**src/rtl/prog_loader.sv**
```systemverilog
// ---------------------------------------------------------------------------
// prog_loader
//   Writes a program into RAM before the CPU runs. The control unit reads RAM
//   (fetch, LDA) and writes it through STA; this block is the loader-side
//   writer. It takes a byte stream framed as LEN, LEN data bytes, CHECKSUM.
//   Each data byte is written to RAM addresses 0..LEN-1 in order. The CPU is
//   held in reset until a frame with a good checksum has been loaded.
//
// Parameters
//   N       data / stream byte width
//   ADDR_W  RAM address width
//   DEPTH   maximum program length in bytes (<= 2**ADDR_W)
//
// Ports
//   clk       system clock, rising edge
//   reset     synchronous active-high reset
//   start     one-cycle request to begin a new load (IDLE/DONE/ERR only)
//   in_valid  stream byte valid
//   in_data   stream byte
//   in_ready  loader accepts a byte (LEN/DATA/CSUM)
//   mem_we    RAM write enable, one cycle per data byte
//   mem_addr  RAM write address
//   mem_din   RAM write data
//   cpu_hold  CPU held in reset while 1; drops only when the load succeeds
//   busy      frame in progress (LEN/DATA/CSUM)
//   done      frame loaded and checksum good
//   error     bad length or bad checksum
//   count     data bytes written in the current frame
// ---------------------------------------------------------------------------
module prog_loader #(
  parameter int N      = 8,
  parameter int ADDR_W = 4,
  parameter int DEPTH  = 16
) (
  input  logic              clk,
  input  logic              reset,
  input  logic              start,
  input  logic              in_valid,
  input  logic [N-1:0]      in_data,
  output logic              in_ready,
  output logic              mem_we,
  output logic [ADDR_W-1:0] mem_addr,
  output logic [N-1:0]      mem_din,
  output logic              cpu_hold,
  output logic              busy,
  output logic              done,
  output logic              error,
  output logic [ADDR_W:0]   count
);

  typedef enum logic [2:0] {
    S_IDLE,
    S_LEN,
    S_DATA,
    S_CSUM,
    S_DONE,
    S_ERR
  } state_t;

  localparam logic [N-1:0]  DEPTH_N = N'(DEPTH);
  localparam logic [ADDR_W:0] ONE_C = (ADDR_W+1)'(1);

  state_t          state;
  logic [N-1:0]    sum;
  logic [N-1:0]    len;
  logic            hs;
  logic [ADDR_W:0] count_inc;
  logic [N-1:0]    sum_next;

  // Length is acceptable only if it is non-zero and fits the RAM.
  function automatic logic len_ok(input logic [N-1:0] l);
    return (l != '0) && (l <= DEPTH_N);
  endfunction

  // Checksum arithmetic is modulo 2**N; the carry is intentionally dropped.
  function automatic logic [N-1:0] add_mod(input logic [N-1:0] a,
                                           input logic [N-1:0] b);
    return a + b;
  endfunction

  assign hs        = in_valid & in_ready;
  assign count_inc = count + ONE_C;
  assign sum_next  = add_mod(sum, in_data);

  // All outputs are registered and updated together with the state, so every
  // flag is a clean function of the state it belongs to.
  always_ff @(posedge clk) begin
    if (reset) begin
      state    <= S_IDLE;
      in_ready <= 1'b0;
      mem_we   <= 1'b0;
      mem_addr <= '0;
      mem_din  <= '0;
      cpu_hold <= 1'b1;
      busy     <= 1'b0;
      done     <= 1'b0;
      error    <= 1'b0;
      count    <= '0;
      sum      <= '0;
      len      <= '0;
    end else begin
      mem_we <= 1'b0;
      case (state)
        S_IDLE, S_DONE, S_ERR: begin
          if (start) begin
            state    <= S_LEN;
            in_ready <= 1'b1;
            busy     <= 1'b1;
            cpu_hold <= 1'b1;
            done     <= 1'b0;
            error    <= 1'b0;
            count    <= '0;
            sum      <= '0;
            len      <= '0;
          end
        end

        S_LEN: begin
          if (hs) begin
            len <= in_data;
            if (len_ok(in_data)) begin
              state <= S_DATA;
            end else begin
              state    <= S_ERR;
              in_ready <= 1'b0;
              busy     <= 1'b0;
              error    <= 1'b1;
            end
          end
        end

        S_DATA: begin
          if (hs) begin
            // Address is the pre-increment count; count never passes len
            // because the state leaves DATA on the len-th byte.
            sum      <= sum_next;
            mem_we   <= 1'b1;
            mem_addr <= count[ADDR_W-1:0];
            mem_din  <= in_data;
            count    <= count_inc;
            if (N'(count_inc) == len) begin
              state <= S_CSUM;
            end
          end
        end

        S_CSUM: begin
          if (hs) begin
            in_ready <= 1'b0;
            busy     <= 1'b0;
            if (sum_next == '0) begin
              state    <= S_DONE;
              done     <= 1'b1;
              cpu_hold <= 1'b0;
            end else begin
              state <= S_ERR;
              error <= 1'b1;
            end
          end
        end

        default: begin
          state    <= S_IDLE;
          in_ready <= 1'b0;
          busy     <= 1'b0;
          cpu_hold <= 1'b1;
          done     <= 1'b0;
          error    <= 1'b0;
        end
      endcase
    end
  end

endmodule
```
**config.mk**
```make
export PLATFORM = sky130hd
export DESIGN_NAME = prog_loader
export DESIGN_NICKNAME = d
export VERILOG_FILES = /design/src/rtl/prog_loader.sv
export SDC_FILE = /design/constraint.sdc
export NUM_CORES = 1
export LEC_CHECK = 0
export BUFFER_PORTS_ARGS = -buffer_cell sky130_fd_sc_hd__buf_2
export CAP_MARGIN = 10
export CELL_PAD_IN_SITES_DETAIL_PLACEMENT = 2
export CELL_PAD_IN_SITES_GLOBAL_PLACEMENT = 2
export CORE_ASPECT_RATIO = 0.5
export CORE_MARGIN = 2
export CORE_UTILIZATION = 32
export CTS_CLUSTER_DIAMETER = 40
export DETAILED_ROUTE_END_ITERATION = 6
export MAX_ROUTING_LAYER = met4
export PLACE_DENSITY = 0.76
export SLEW_MARGIN = 20
export SYNTH_ARGS = -nofsm -noshare
export SYNTH_HDL_FRONTEND = slang
export SYNTH_SLANG_ARGS = --single-unit
```
**constraint.sdc**
```tcl
create_clock -name clk -period 2.9 [get_ports clk]
set_input_delay 0.435 -clock clk [delete_from_list [all_inputs] [get_ports clk]]
set_output_delay 0.435 -clock clk [all_outputs]
set_load 0.03 [all_outputs]
```
Word-level counts from Yosys, hierarchy flattened
Index checks and enable logic that the tools add are counted.
- logic and storage cells: 81
- bits in read-only memories: 0
- output and inout port bits: 23
- bits in latches: 0
- register bits after elaboration: 41
- memory bits (writable): 0
- input port bits: 12
- memories kept: 0
- order comparisons: 1
- eq/ne operators: 14
- multipliers: 0
- $add $sub $neg: 2
- shift operators: 0
- div/mod/pow operators: 0
- bitwise logic cells: 3
- reductions and logical operators: 16
- muxes and demuxes: 34
- operators with widths (cell ; count):
    one-hot mux 8 bit (2 select lines) ; 2
    two-way mux 8 bit ; 3
    two-way mux 3 bit ; 6
    inequality test 2 bit (second input constant) ; 8
    two-way mux 1 bit ; 15
    one-hot mux 3 bit (4 select lines) ; 1
    two-way mux 5 bit ; 2
    one-hot mux 5 bit (2 select lines) ; 1
    AND reduction 5 bit ; 2
    adder 8 bit ; 1
    == test 5 x 8 -> 1 bit ; 1
    <= comparator 8 x 5 -> 1 bit (second input constant) ; 1
    zero test 8 bit ; 1
    one-hot mux 1 bit (4 select lines) ; 2
    nonzero test 8 bit ; 1
    == test 3 x 2 -> 1 bit (second input constant) ; 2
    == test 3 bit (second input constant) ; 2
    one-hot mux 1 bit (3 select lines) ; 2
    AND reduction 3 bit ; 2
    AND reduction 6 bit ; 1
    adder 5 x 1 -> 5 bit (second input constant) ; 1
    AND reduction 4 bit ; 1
    nonzero test 2 bit ; 2
    OR reduction 2 bit ; 2
    other kinds (7) ; 8

Longest topological paths before layout
Gate-level depths: netlist (run 1).
- word-level depth: 5
- mapped depth: 9
- gate-level depth less buffers: 9

Worst setup path before layout (run 1)
No wires, ideal clock.
- path kind: input -> register
- from: input port in_data[0]
- to: register error
- stages on the path: 9
- data required time: 2.785 ns
- library setup time: 0.115 ns
- path buffers: 0
- slack: 0.322 ns
- arrival: 2.463 ns
- cell sequence: ha_1 > inv_1 > fa_1 > nand2b_1 > a21oi_1 > xor2_1 > or4_4 > o41a_1 > o21a_1
- longest elaborated chain between the ends: 4
- elaborated cells between the ends (all ways): 8
- classes of those cells: add/sub: 1; order compare: 1; eq/ne: 2; reduce/logical: 4
- ends and longest elaborated chain (what ; RTL line ; RTL):
    start: declaration ; 39 ; input logic [N-1:0] in_data,
    adder 8 bit (tied with other cells) ; 78 ; return a + b;
    zero test 8 bit or logical AND 1 bit (tied branches) ; 151, 72 ;
    inequality test 2 bit (no line) ; - ;
    AND reduction 6 bit (no line) * ; - ;
    end signal: assignment ; 97 ; error <= 1'b0;
    end signal: assignment ; 157 ; error <= 1'b1;
    end signal: assignment ; 168 ; error <= 1'b0;
    end: declaration ; 47 ; output logic error,
Mark *: on every way between the ends. The rest lies on a longest branch, timed or not.
A chain may end at the register's enable or synchronous reset.

Worst setup path after layout (run 1)
- from: register sum[0]
- to: register cpu_hold
- longest elaborated chain between the ends: 4
- ends and longest elaborated chain (what ; RTL line ; RTL):
    start: declaration ; 64 ; logic [N-1:0] sum;
    start signal: assignment ; 136 ; sum <= sum_next;
    adder 8 bit ; 78 ;
    zero test 8 bit ; 151 ; if (sum_next == '0) begin
    inequality test 2 bit (no line) ; - ;
    AND reduction 4 bit (no line) ; - ;
    end signal: assignment ; 94 ; cpu_hold <= 1'b1;
    end signal: assignment ; 154 ; cpu_hold <= 1'b0;
    end signal: assignment ; 166 ; cpu_hold <= 1'b1;
    end: declaration ; 44 ; output logic cpu_hold,
Every way passes these cells.

==> results of run 1 <==
[registers in the layout (all words and copies together) (netlist names)]
signal,cells
mem_we,1
busy,1
done,1
state,3
cpu_hold,1
mem_din,8
error,1
sum,8
count,5
mem_addr,4
len,8
[final timing paths]
check | start | to | slack [ps] | cells after the start
worst max register to register | sum[0] | cpu_hold | 200 | 9
worst max-delay path | sum[0] | cpu_hold | 200 | 9
worst min register to register | mem_addr[1] | mem_addr[1] | 460 | 2
worst min-delay path | in_data[2] | mem_din[2] | 460 | 3
[cell type report]
type / instances / area, sq um / share of cell area [%]
multi-input cells: 207 / 1210 / 46.8
flip-flops and latches: 41 / 821 / 31.9
repair buffers: 40 / 215 / 8.35
clock buffers: 5 / 125 / 4.86
well taps: 88 / 110 / 4.27
clock inverters: 3 / 68.8 / 2.67
inverters: 8 / 30.0 / 1.17
[cell families after synthesis]
group / Yosys count
buf+inv: 19
simple gates: 116
xor+xnor: 11
fa+ha+maj: 9
compound gates: 70
mux: 1
flops: 41
[stage by stage]
step | setup slack [ps] | utilization [%]
2_1_floorplan | 322 | -
3_3_place_gp | 113 | 38.4
3_5_place_dp | 29.8 | 38.4
4_1_cts | 162 | 41.5
5_1_grt | 27.5 | 41.5
6_report | 196 | 41.5
[synthesized netlist by cell type (7+ instances only)]
cell / n
ha_1: 8
xor2_1: 9
inv_1: 8
nor2b_1: 7
nand2_1: 41
nor2_1: 27
a21oi_1: 38
clkbuf_1: 8
nand3_1: 13
dfxtp_1: 41
o21ai_0: 9
nor3_1: 8
[layer usage]
layer	track usage, %	vias to the layer above
met2	38.5	22
met4	5.61	0
met3	3.98	5
met1	26.4	1044
met5	-	-
li1	-	1005
[placed cells by master (no fill, tap or decap), types with 2 or more instances in the layout]
| master | Yosys | layout |
|---|---|---|
| nand2b_1 | 5 | 5 |
| o221ai_1 | 2 | 2 |
| a21o_1 | 2 | 2 |
| o21ai_0 | 9 | 9 |
| bufinv_16 | 0 | 2 |
| buf_2 | 2 | 34 |
| nor3_1 | 8 | 8 |
| or3_1 | 3 | 3 |
| nor4_1 | 3 | 3 |
| a21oi_1 | 38 | 38 |
| inv_1 | 8 | 8 |
| dfxtp_1 | 41 | 41 |
| a22oi_1 | 5 | 5 |
| ha_1 | 8 | 8 |
| o21a_1 | 3 | 3 |
| xnor2_1 | 2 | 2 |
| nor2b_1 | 7 | 7 |
| o31ai_1 | 2 | 2 |
| nor2_1 | 27 | 27 |
| clkbuf_16 | 0 | 5 |
| nand3_1 | 13 | 13 |
| xor2_1 | 9 | 9 |
| nand2_1 | 41 | 41 |
| buf_4 | 1 | 6 |
[report_power, final]
| part | switching (mW) | internal (mW) | leakage [nW] |
|---|---|---|---|
| combinational | 0.220 | 0.101 | 0.622 |
| sequential | 0.0426 | 0.591 | 0.332 |
| clock | 0.246 | 0.497 | 0.0944 |
[critical path, delay by kind of cell, from the launching register on]
| kind | cells | cell delay (ps) |
|---|---|---|
| AO/OA/AOI/OAI | 2 | 310 |
| XOR/XNOR | 1 | 120 |
| adder cells (fa/ha/maj) | 2 | 610 |
| buffers and inverters | 1 | 70 |
| flip-flops | 1 | 340 |
| AND/OR/NAND/NOR | 3 | 1130 |
==> summary.md, run 1 <==
| Metric | Value |
|---|---|
| Ys Warns | `0` |
| Deepest clock path buffer count | `2` |
| Total wire length | `between 7 and 8 mm` |
| Synth Flop Type | `dfxtp_1` |
| Peak Freq | `370 MHz` |
| Total core area | `6210 sq um` |
| Initial core utilization | `33.9%` |
| Worst EP required | `3060 ps` |
| Pwr dens | `around 660 nW/um^2` |
| First-iteration detailed-routing DRC count | `89` |
| Largest stage delay, worst path | `~550 ps` |
| Status | `finished, final reports clean` |
| Port Buffers | `34` |
| CP arrival | `2870 ps` |
| Post-CTS resize count | `0` |
| Post-Layout Cell Count | `392` |
| Max rail drop VDD | `0.000235 V` |
| Average wire per standard cell | `around 18 um` |
| Drt pass-1 iters | `4` |
| Syn nets | `288` |
| Hold Path Class | `in2reg` |
| Die area | `7280 sq um` |
| Final Power | `1.70 mW` |
| Clock tree root buffer cell | `clkbuf_16` |
| Mux cell area share after synthesis | `less than 1%` |
| Largest net degree at the start of global routing | `40` |
| First-pass GRT wire length | `between 10 and 15 mm` |
| Async SR Flop Fraction | `0%` |
| Simple-gate share of the synthesized area | `26.0%` |
| Rows | `20` |
| Crit-path cells | `ha_1, inv_1, fa_1, nand2b_1, a21oi_1, xor2_1, or4_4, nor4b_1, o21ai_0` |
| Placed cell area | `2380 sq um` |
| Fin crit share | `slightly above 90%` |
| Met3 wire length | `157 um` |
| GPL Wtd Cong | `0.797` |
| # clock sinks | `41` |
| CTS buffer count | `5` |
| Unrepaired setup endpoints after global routing | `false` |
| Placed Cells incl. Taps | `384` |
| Postcts setup bufs | `0` |
| Met1 WL | `3.51 mm` |
| Crit. End Element | `register` |
| Minimum hold slack | `455 ps` |
| Synthesized cell area | `2100 sq um` |
| Final hold violation count | `0` |
| Crit-path max FO | `3` |
| CTS tree | `yes` |
| DPL Wire Length | `5.08 mm` |
| Initial antenna violation count | `0` |
| Final clock skew | `between 10 and 15 ps` |
| Final ANT Viol Nets | `0` |
| CP max stage cell | `or4_4` |
| Post-synth top area share | `39.0%` |
| Gate Count Post-Synth | `267` |
| Final instance area | `~2600 sq um` |
| Relative slew slack | `50.0%` |
| Vias in the first global route | `~2.2k` |
| EDFF count, synth | `0` |
| # Max-Cap Violations | `0` |
| Die X | `119 um` |
| Met2 routed WL | `3.36 mm` |
| Synth area leaders | `dfxtp_1 39%, a21oi_1 9.0%, nand2_1 7.3%, nor2_1 4.8%, ha_1 4.8%` |
| Post-synthesis register bit count | `41` |
| Fin nets | `324` |
| Post-CTS Hold Buffers | `0` |
| Compound-Gate Fraction of Synth Area | `20.6%` |
| Clock slew at reported path FFs | `~70 ps` |
| Vias post-DR | `between 2k and 2.5k` |
| Die height | `61.3 um` |
| TNS Setup | `0 ps` |
| Top routing layer in use | `met4` |
| Area leader, netlist | `dfxtp_1` |
| Post-Synth XOR/XNOR Area | `4.58%` |
| Grt ovf | `0` |
| Area Overhead vs Synth | `22.4%` |
| Final setup viols | `0` |
| Layout cells sized above 1 | `17.8%` |
| Max-slew violation count | `0` |
| Largest family of logic cells by synthesized area | `simple AND/OR/NAND/NOR gates` |
| DR vias/cell | `5.30` |
| Synth Area in Adders | `5.71%` |
| Sequential share of the synthesized area | `39.0%` |
| # diodes | `0` |
| Total track usage | `21.8%` |
| Count of different cell masters after synthesis | `43` |
| # IOs | `35` |
| Fin crit period | `2700 ps` |
| Detailed-route DRC error count | `0` |
| Startpoint types | `register` |
| Leak Pwr | `1.05 nW` |
| Syn Area/Cell | `between 7 and 8 sq um` |
| Worst slew pin tran | `749 ps` |
| Fill cells | `741` |
| Worst-Skew Late Latency | `a little under 300 ps` |
| H-Tree Depth | `2` |
| Critical path type | `reg2reg` |
Power figures use the tool's default switching activity.
==> run 2, diff against run 1 <==
CORE_UTILIZATION = 25   (was 32)
PLACE_DENSITY = 0.62   (was 0.76)
==> run 2 against run 1 <==
  * Via count fell by 0.92%
  * Utilization fell by 9.5 points
  * Fmax fell by 0.45%
  * Count of clock-buffer cells in the layout did not move
  * Sequential share of layout area fell by 0.17 points
  * Largest cell class unchanged
==> summary.md, run 2 (same netlist as run 1, synthesis figures left out) <==
| Metric | Value |
|---|---|
| Status | `finished, final reports clean (unchanged)` |
| Post-CTS Hold Buffers | `0 (unchanged)` |
| First-iteration detailed-routing DRC count | `80 (was 89)` |
| First-pass GRT wire length | `11.7 mm (about the same)` |
| DR vias/cell | `4.94 (was 5.30)` |
| Worst Setup Slack, final | `184 ps (was 196 ps)` |
| Port Buffers | `34 (unchanged)` |
| # IOs | `35 (unchanged)` |
| Sequential share of power | `38.9% (was 37.3%)` |
| Deepest clock path buffer count | `2 (unchanged)` |
| Fin nets | `324 (unchanged)` |
| # clock sinks | `41 (unchanged)` |
| Total track usage | `17.5% (was 21.8%)` |
| Vias in the first global route | `2186 (was 2211)` |
| Area Overhead vs Synth | `23.1% (was 22.4%)` |
| Initial antenna violation count | `0 (unchanged)` |
| Logic pwr share | `19.8% (was 18.9%)` |
| Peak Freq | `368 MHz (was 370 MHz)` |
| Grt ovf | `0 (unchanged)` |
| Die height | `68.9 um (was 61.3 um)` |
| CP arrival | `2910 ps (was 2870 ps)` |
| Fin crit share | `93.7% (was 93.2%)` |
| Final setup viols | `0 (unchanged)` |
| Worst slew pin tran | `796 ps (was 749 ps)` |
| Clock network power share | `41.3% (was 43.8%)` |
| Vias post-DR | `2057 (was 2076)` |
| Critical Path End | `error (was cpu_hold)` |
| Placed cell area | `2410 sq um (was 2380 sq um)` |
| Critical path type | `reg2reg (unchanged)` |
| Origin of the critical flop-to-flop path | `sum[0] (unchanged)` |
| Final hold violation count | `0 (unchanged)` |
| Placed Cells incl. Taps | `408 (was 384)` |
| Layout cells sized above 1 | `18.1% (was 17.8%)` |
| CP startpoint | `sum[0] (unchanged)` |
| Leak Pwr | `1.03 nW (was 1.05 nW)` |
| Average wire per standard cell | `17.3 um (was 18.1 um)` |
| Worst reg-to-reg path cell count | `9 (unchanged)` |
| Sw Share | `32.1% (was 30.0%)` |
| Relative slew slack | `47.0% (was 50.0%)` |
| Max-slew violation count | `0 (unchanged)` |
| Fin crit period | `2720 ps (was 2700 ps)` |
| Die area | `9210 sq um (was 7280 sq um)` |
| Startpoint types | `register (unchanged)` |
| Max rail drop VDD | `0.000207 V (was 0.000235 V)` |
| H-Tree Depth | `2 (unchanged)` |
| Commonest cells after routing, fill and taps aside | `41 x nand2_1, 41 x dfxtp_1, 38 x a21oi_1, 34 x buf_2, 27 x nor2_1 (unchanged)` |
| Crit-path max FO | `3 (unchanged)` |
| Crit. End Element | `register (unchanged)` |
| Post-Layout Cell Count | `416 (was 392)` |
| Total core area | `8090 sq um (was 6210 sq um)` |
| # diodes | `0 (unchanged)` |
| Clock tree root buffer cell | `clkbuf_16 (unchanged)` |
| Initial core utilization | `26.0% (was 33.9%)` |
| DPL Wire Length | `5.16 mm (was 5.08 mm)` |
| Drt pass-1 iters | `4 (unchanged)` |
| Postcts setup bufs | `0 (unchanged)` |
| Rows | `23 (was 20)` |
| Die X | `134 um (was 119 um)` |
| CTS tree | `yes (unchanged)` |
| Total wire length | `7.20 mm (was 7.09 mm)` |
| R2r setup slk | `180 ps (was 200 ps)` |
| DP Worst Slack | `34.2 ps (was 29.8 ps)` |
| CTS buffer count | `5 (unchanged)` |
| Clock slew at reported path FFs | `70 ps (about the same)` |
| Worst-Skew Late Latency | `290 ps (about the same)` |
| Worst EP required | `3090 ps (was 3060 ps)` |
| Final clock skew | `4.43 ps (was 10.2 ps)` |
| Final ANT Viol Nets | `0 (unchanged)` |
| TNS Setup | `0 ps (unchanged)` |
| Largest regs | `len: 8 flops, mem_din: 8 flops, sum: 8 flops (unchanged)` |
| Largest net degree at the start of global routing | `40 (unchanged)` |
| Final instance area | `2590 sq um (was 2580 sq um)` |
| Net Switching | `0.521 mW (was 0.509 mW)` |
| Pwr dens | `626 nW/um^2 (was 659 nW/um^2)` |
| Hold Path Class | `in2reg (unchanged)` |
| GPL Wtd Cong | `0.817 (was 0.797)` |
| # Max-Cap Violations | `0 (unchanged)` |
| Pint | `1.10 mW (was 1.19 mW)` |
| Unrepaired setup endpoints after global routing | `false (unchanged)` |
| Detailed-route DRC error count | `0 (unchanged)` |
| RR Endpoint | `error (was cpu_hold)` |
run 2: changes by cell type in the layout (fill, tap and decap cells not counted), sizes merged:
cell / before / now
bufinv: 2 / 1
clkinv: 0 / 1
clkinvlp: 0 / 1
inv: 9 / 8
run 2: critical path, cell delays in order (launching register included):
cell and delay (ps):
dfxtp_1 340, ha_1 210, inv_1 70, fa_1 400, nand2b_1 190, a21oi_1 190
xor2_1 110, or4_4 550, o41a_1 390, o21a_1 170
run 2: layout make-up:
type	instances	area [sq um]
fill	960	5500
clock buffer	5	125
timing repair buffer	40	215
tap	112	140
clock inverter	3	46.3
multi-input combinational	207	1210
inverter	8	30.0
sequential	41	821
run 2: power groups by stage:
stage	clock, mW	sequential, mW	combinational, mW
2_1_floorplan	0	0.642	0.213
3_3_place_gp	0	0.642	0.313
3_5_place_dp	0	0.643	0.324
4_1_cts	0.686	0.630	0.326
5_1_grt	0.717	0.637	0.359
6_report	0.670	0.630	0.321
run 2: how the worst min path moves through the flow:
stage                 from           to  slack, ps  cells after the start
2_1_floorplan       len[7]       len[7]        430                      2
3_3_place_gp        len[7]       len[7]        430                      2
3_5_place_dp   mem_addr[3]  mem_addr[3]        450                      2
4_1_cts         in_data[1]   mem_din[1]        420                      3
5_1_grt         in_data[1]   mem_din[1]        440                      3
6_report        in_data[1]   mem_din[1]        430                      3
run 2: stage by stage:
step	power, mW	utilization [%]	hold slack, ps
global placement	0.955	29.8	435
global route	1.71	32.0	440
finish	1.62	32.0	426
floorplan	0.854	-	427
detailed placement	0.967	29.8	450
CTS	1.64	32.0	420
run 2: timing repair:
item                       in CTS  in global routing
gates resized for setup         0                  1
hold endpoints to repair        0                  0
setup endpoints to repair       0                  1
run 2: per-layer routing:
layer	wire, um	track usage, %	vias to the layer above	part of all wire, %
met5	0	-	-	0
met4	65	4.92	0	0.90
met3	191	3.73	8	2.7
met2	3320	29.0	22	46
met1	3620	22.0	1022	50
li1	-	-	1005	-
==> run 3, diff against run 2 <==
BUFFER_PORTS_ARGS = -buffer_cell sky130_fd_sc_hd__buf_4   (was -buffer_cell sky130_fd_sc_hd__buf_2)
MAX_ROUTING_LAYER = not set   (was met4)
==> run 3 against run 2 <==
  * Final area rose by 3.0%
  * Count of clock-buffer cells in the layout did not move
  * First-iteration DRC count rose by 21%
  * Global-route usage fell by 0.86 points
  * Die area did not move
  * Worst hold slack improved by 2.6 ps
  * Via count fell by 1.8%
  * Fmax rose by 2.8%
  * Combinational power rose by 3%
  * Utilization rose by 0.96 points
  * Critical path depth did not move
  * Critical path type unchanged
  * Largest power group unchanged
  * Non-clock buffer count fell by 1
==> summary.md, run 3 (same netlist as run 1, synthesis figures left out) <==
| Metric | Value |
|---|---|
| Hold Path Class | `in2reg (unchanged)` |
| Final Power | `1.62 mW (about the same)` |
| CP arrival | `2820 ps (was 2910 ps)` |
| Fill cells | `941 (was 960)` |
| Leak Pwr | `1.04 nW (was 1.03 nW)` |
| Minimum hold slack | `429 ps (was 426 ps)` |
| Post-Layout Cell Count | `415 (was 416)` |
| # clock sinks | `41 (unchanged)` |
| First-pass GRT wire length | `11.6 mm (was 11.7 mm)` |
| Total core area | `8090 sq um (unchanged)` |
| Initial antenna violation count | `0 (unchanged)` |
| Post-CTS Hold Buffers | `0 (unchanged)` |
| DPL Wire Length | `5.26 mm (was 5.16 mm)` |
| DR vias/cell | `4.87 (was 4.94)` |
| Final ANT Viol Nets | `0 (unchanged)` |
| GPL Wtd Cong | `0.805 (was 0.817)` |
| Vias post-DR | `2019 (was 2057)` |
| Max-slew violation count | `0 (unchanged)` |
| Port Buffers | `34 (unchanged)` |
| Deepest clock path buffer count | `2 (unchanged)` |
| Worst Setup Slack, final | `258 ps (was 184 ps)` |
| Final setup viols | `0 (unchanged)` |
| Final clock skew | `3.89 ps (was 4.43 ps)` |
| Die height | `68.9 um (unchanged)` |
| Peak Freq | `378 MHz (was 368 MHz)` |
| Postcts setup bufs | `0 (unchanged)` |
| Worst-Skew Late Latency | `280 ps (was 290 ps)` |
| Critical path type | `reg2reg (unchanged)` |
| Detailed-route DRC error count | `0 (unchanged)` |
| Vias in the first global route | `2129 (was 2186)` |
| Area occupied by multi-input gates | `1210 sq um (unchanged)` |
| Die X | `134 um (unchanged)` |
| Total track usage | `16.7% (was 17.5%)` |
| Post-CTS resize count | `0 (unchanged)` |
| Total wire length | `6.99 mm (was 7.20 mm)` |
| Initial core utilization | `26.0% (unchanged)` |
| Final hold violation count | `0 (unchanged)` |
| Fin crit period | `2640 ps (was 2720 ps)` |
| Clock slew at reported path FFs | `70 ps (about the same)` |
| Worst slew pin tran | `812 ps (was 796 ps)` |
| Drt pass-1 iters | `4 (unchanged)` |
| Startpoint types | `register (unchanged)` |
| # diodes | `0 (unchanged)` |
| Max rail drop VDD | `0.000344 V (was 0.000207 V)` |
| Crit-path max FO | `3 (unchanged)` |
| Unrepaired setup endpoints after global routing | `false (unchanged)` |
| Average wire per standard cell | `16.9 um (was 17.3 um)` |
| Fin nets | `323 (was 324)` |
| Flip-flop and latch area | `821 sq um (unchanged)` |
| Fin crit share | `91.1% (was 93.7%)` |
| Layout cells sized above 1 | `17.8% (was 18.1%)` |
| DP Worst Slack | `-0.384 ps (was 34.2 ps)` |
| Worst EP required | `3080 ps (was 3090 ps)` |
| Commonest cells after routing, fill and taps aside | `41 x nand2_1, 41 x dfxtp_1, 39 x buf_4, 38 x a21oi_1, 27 x nor2_1 (was 41 x nand2_1, 41 x dfxtp_1, 38 x a21oi_1, 34 x buf_2, 27 x nor2_1)` |
| Die area | `9210 sq um (unchanged)` |
| Crit. End Element | `register (unchanged)` |
| CTS tree | `yes (unchanged)` |
| H-Tree Depth | `2 (unchanged)` |
| First-iteration detailed-routing DRC count | `97 (was 80)` |
| Placed Cells incl. Taps | `407 (was 408)` |
| # IOs | `35 (unchanged)` |
| Status | `finished, final reports clean (unchanged)` |
| Area Overhead vs Synth | `26.8% (was 23.1%)` |
| Grt ovf | `0 (unchanged)` |
| Rows | `23 (unchanged)` |
| CTS buffer count | `5 (unchanged)` |
| Relative slew slack | `45.7% (was 47.0%)` |
| Largest regs | `len: 8 flops, mem_din: 8 flops, sum: 8 flops (unchanged)` |
| Largest net degree at the start of global routing | `40 (unchanged)` |
| Pwr dens | `607 nW/um^2 (was 626 nW/um^2)` |
| # Max-Cap Violations | `0 (unchanged)` |
| Clock tree root buffer cell | `clkbuf_16 (unchanged)` |
## run 3: cell count changes in the layout (fill, tap and decap cells not counted)
| cell | previous run | this run |
|---|---|---|
| buf_2 | 34 | 0 |
| buf_4 | 6 | 39 |
## run 3: area by class of cell
type,count,area share (%)
clock buffer,5,4.69
clock inverter,3,1.74
inverter,8,1.13
multi-input combinational,207,45.5
sequential,41,30.8
tap,112,5.25
timing repair buffer,39,11.0
## run 3: stage by stage
| step | TNS (ps) | utilization [%] | cell area [sq um] |
|---|---|---|---|
| 6_report | 0 | 33.0 | 2670 |
| 5_1_grt | 0 | 33.0 | 2670 |
| 4_1_cts | 0 | 32.9 | 2660 |
| 3_5_place_dp | -0.384 | 30.8 | 2490 |
| 3_3_place_gp | 0 | 30.8 | 2490 |
| 2_1_floorplan | 0 | - | 2100 |
## run 3: routing by layer
| metal | track usage, % | up-vias | part of all wire, % |
|---|---|---|---|
| met4 | 2.53 | 0 | 0.39 |
| met3 | 4.02 | 2 | 4.3 |
| met1 | 22.3 | 982 | 50 |
| met5 | 0 | - | 0 |
| li1 | - | 1003 | - |
| met2 | 28.3 | 32 | 46 |
## run 3: worst max-delay path, stage by stage, from the launching register on
cell	delay [ps]
dfxtp_1	350
ha_1	190
inv_1	60
fa_1	380
nand2b_1	180
a21oi_1	170
xor2_1	100
or4_4	550
o41a_1	380
o21a_1	160
## run 3: worst paths after layout
path | from | endpoint | slack, ps | cells after the start
worst max-delay path | sum[0] | error | 260 | 9
worst min-delay path | in_data[1] | mem_din[1] | 430 | 3
worst max register to register | sum[0] | error | 260 | 9
worst min register to register | mem_addr[0] | mem_addr[0] | 460 | 2
## run 3: where the power goes
group          total (mW)  switching [mW]  internal [mW]
sequential          0.631          0.0400          0.591
clock               0.658           0.250          0.408
combinational       0.330           0.218          0.112
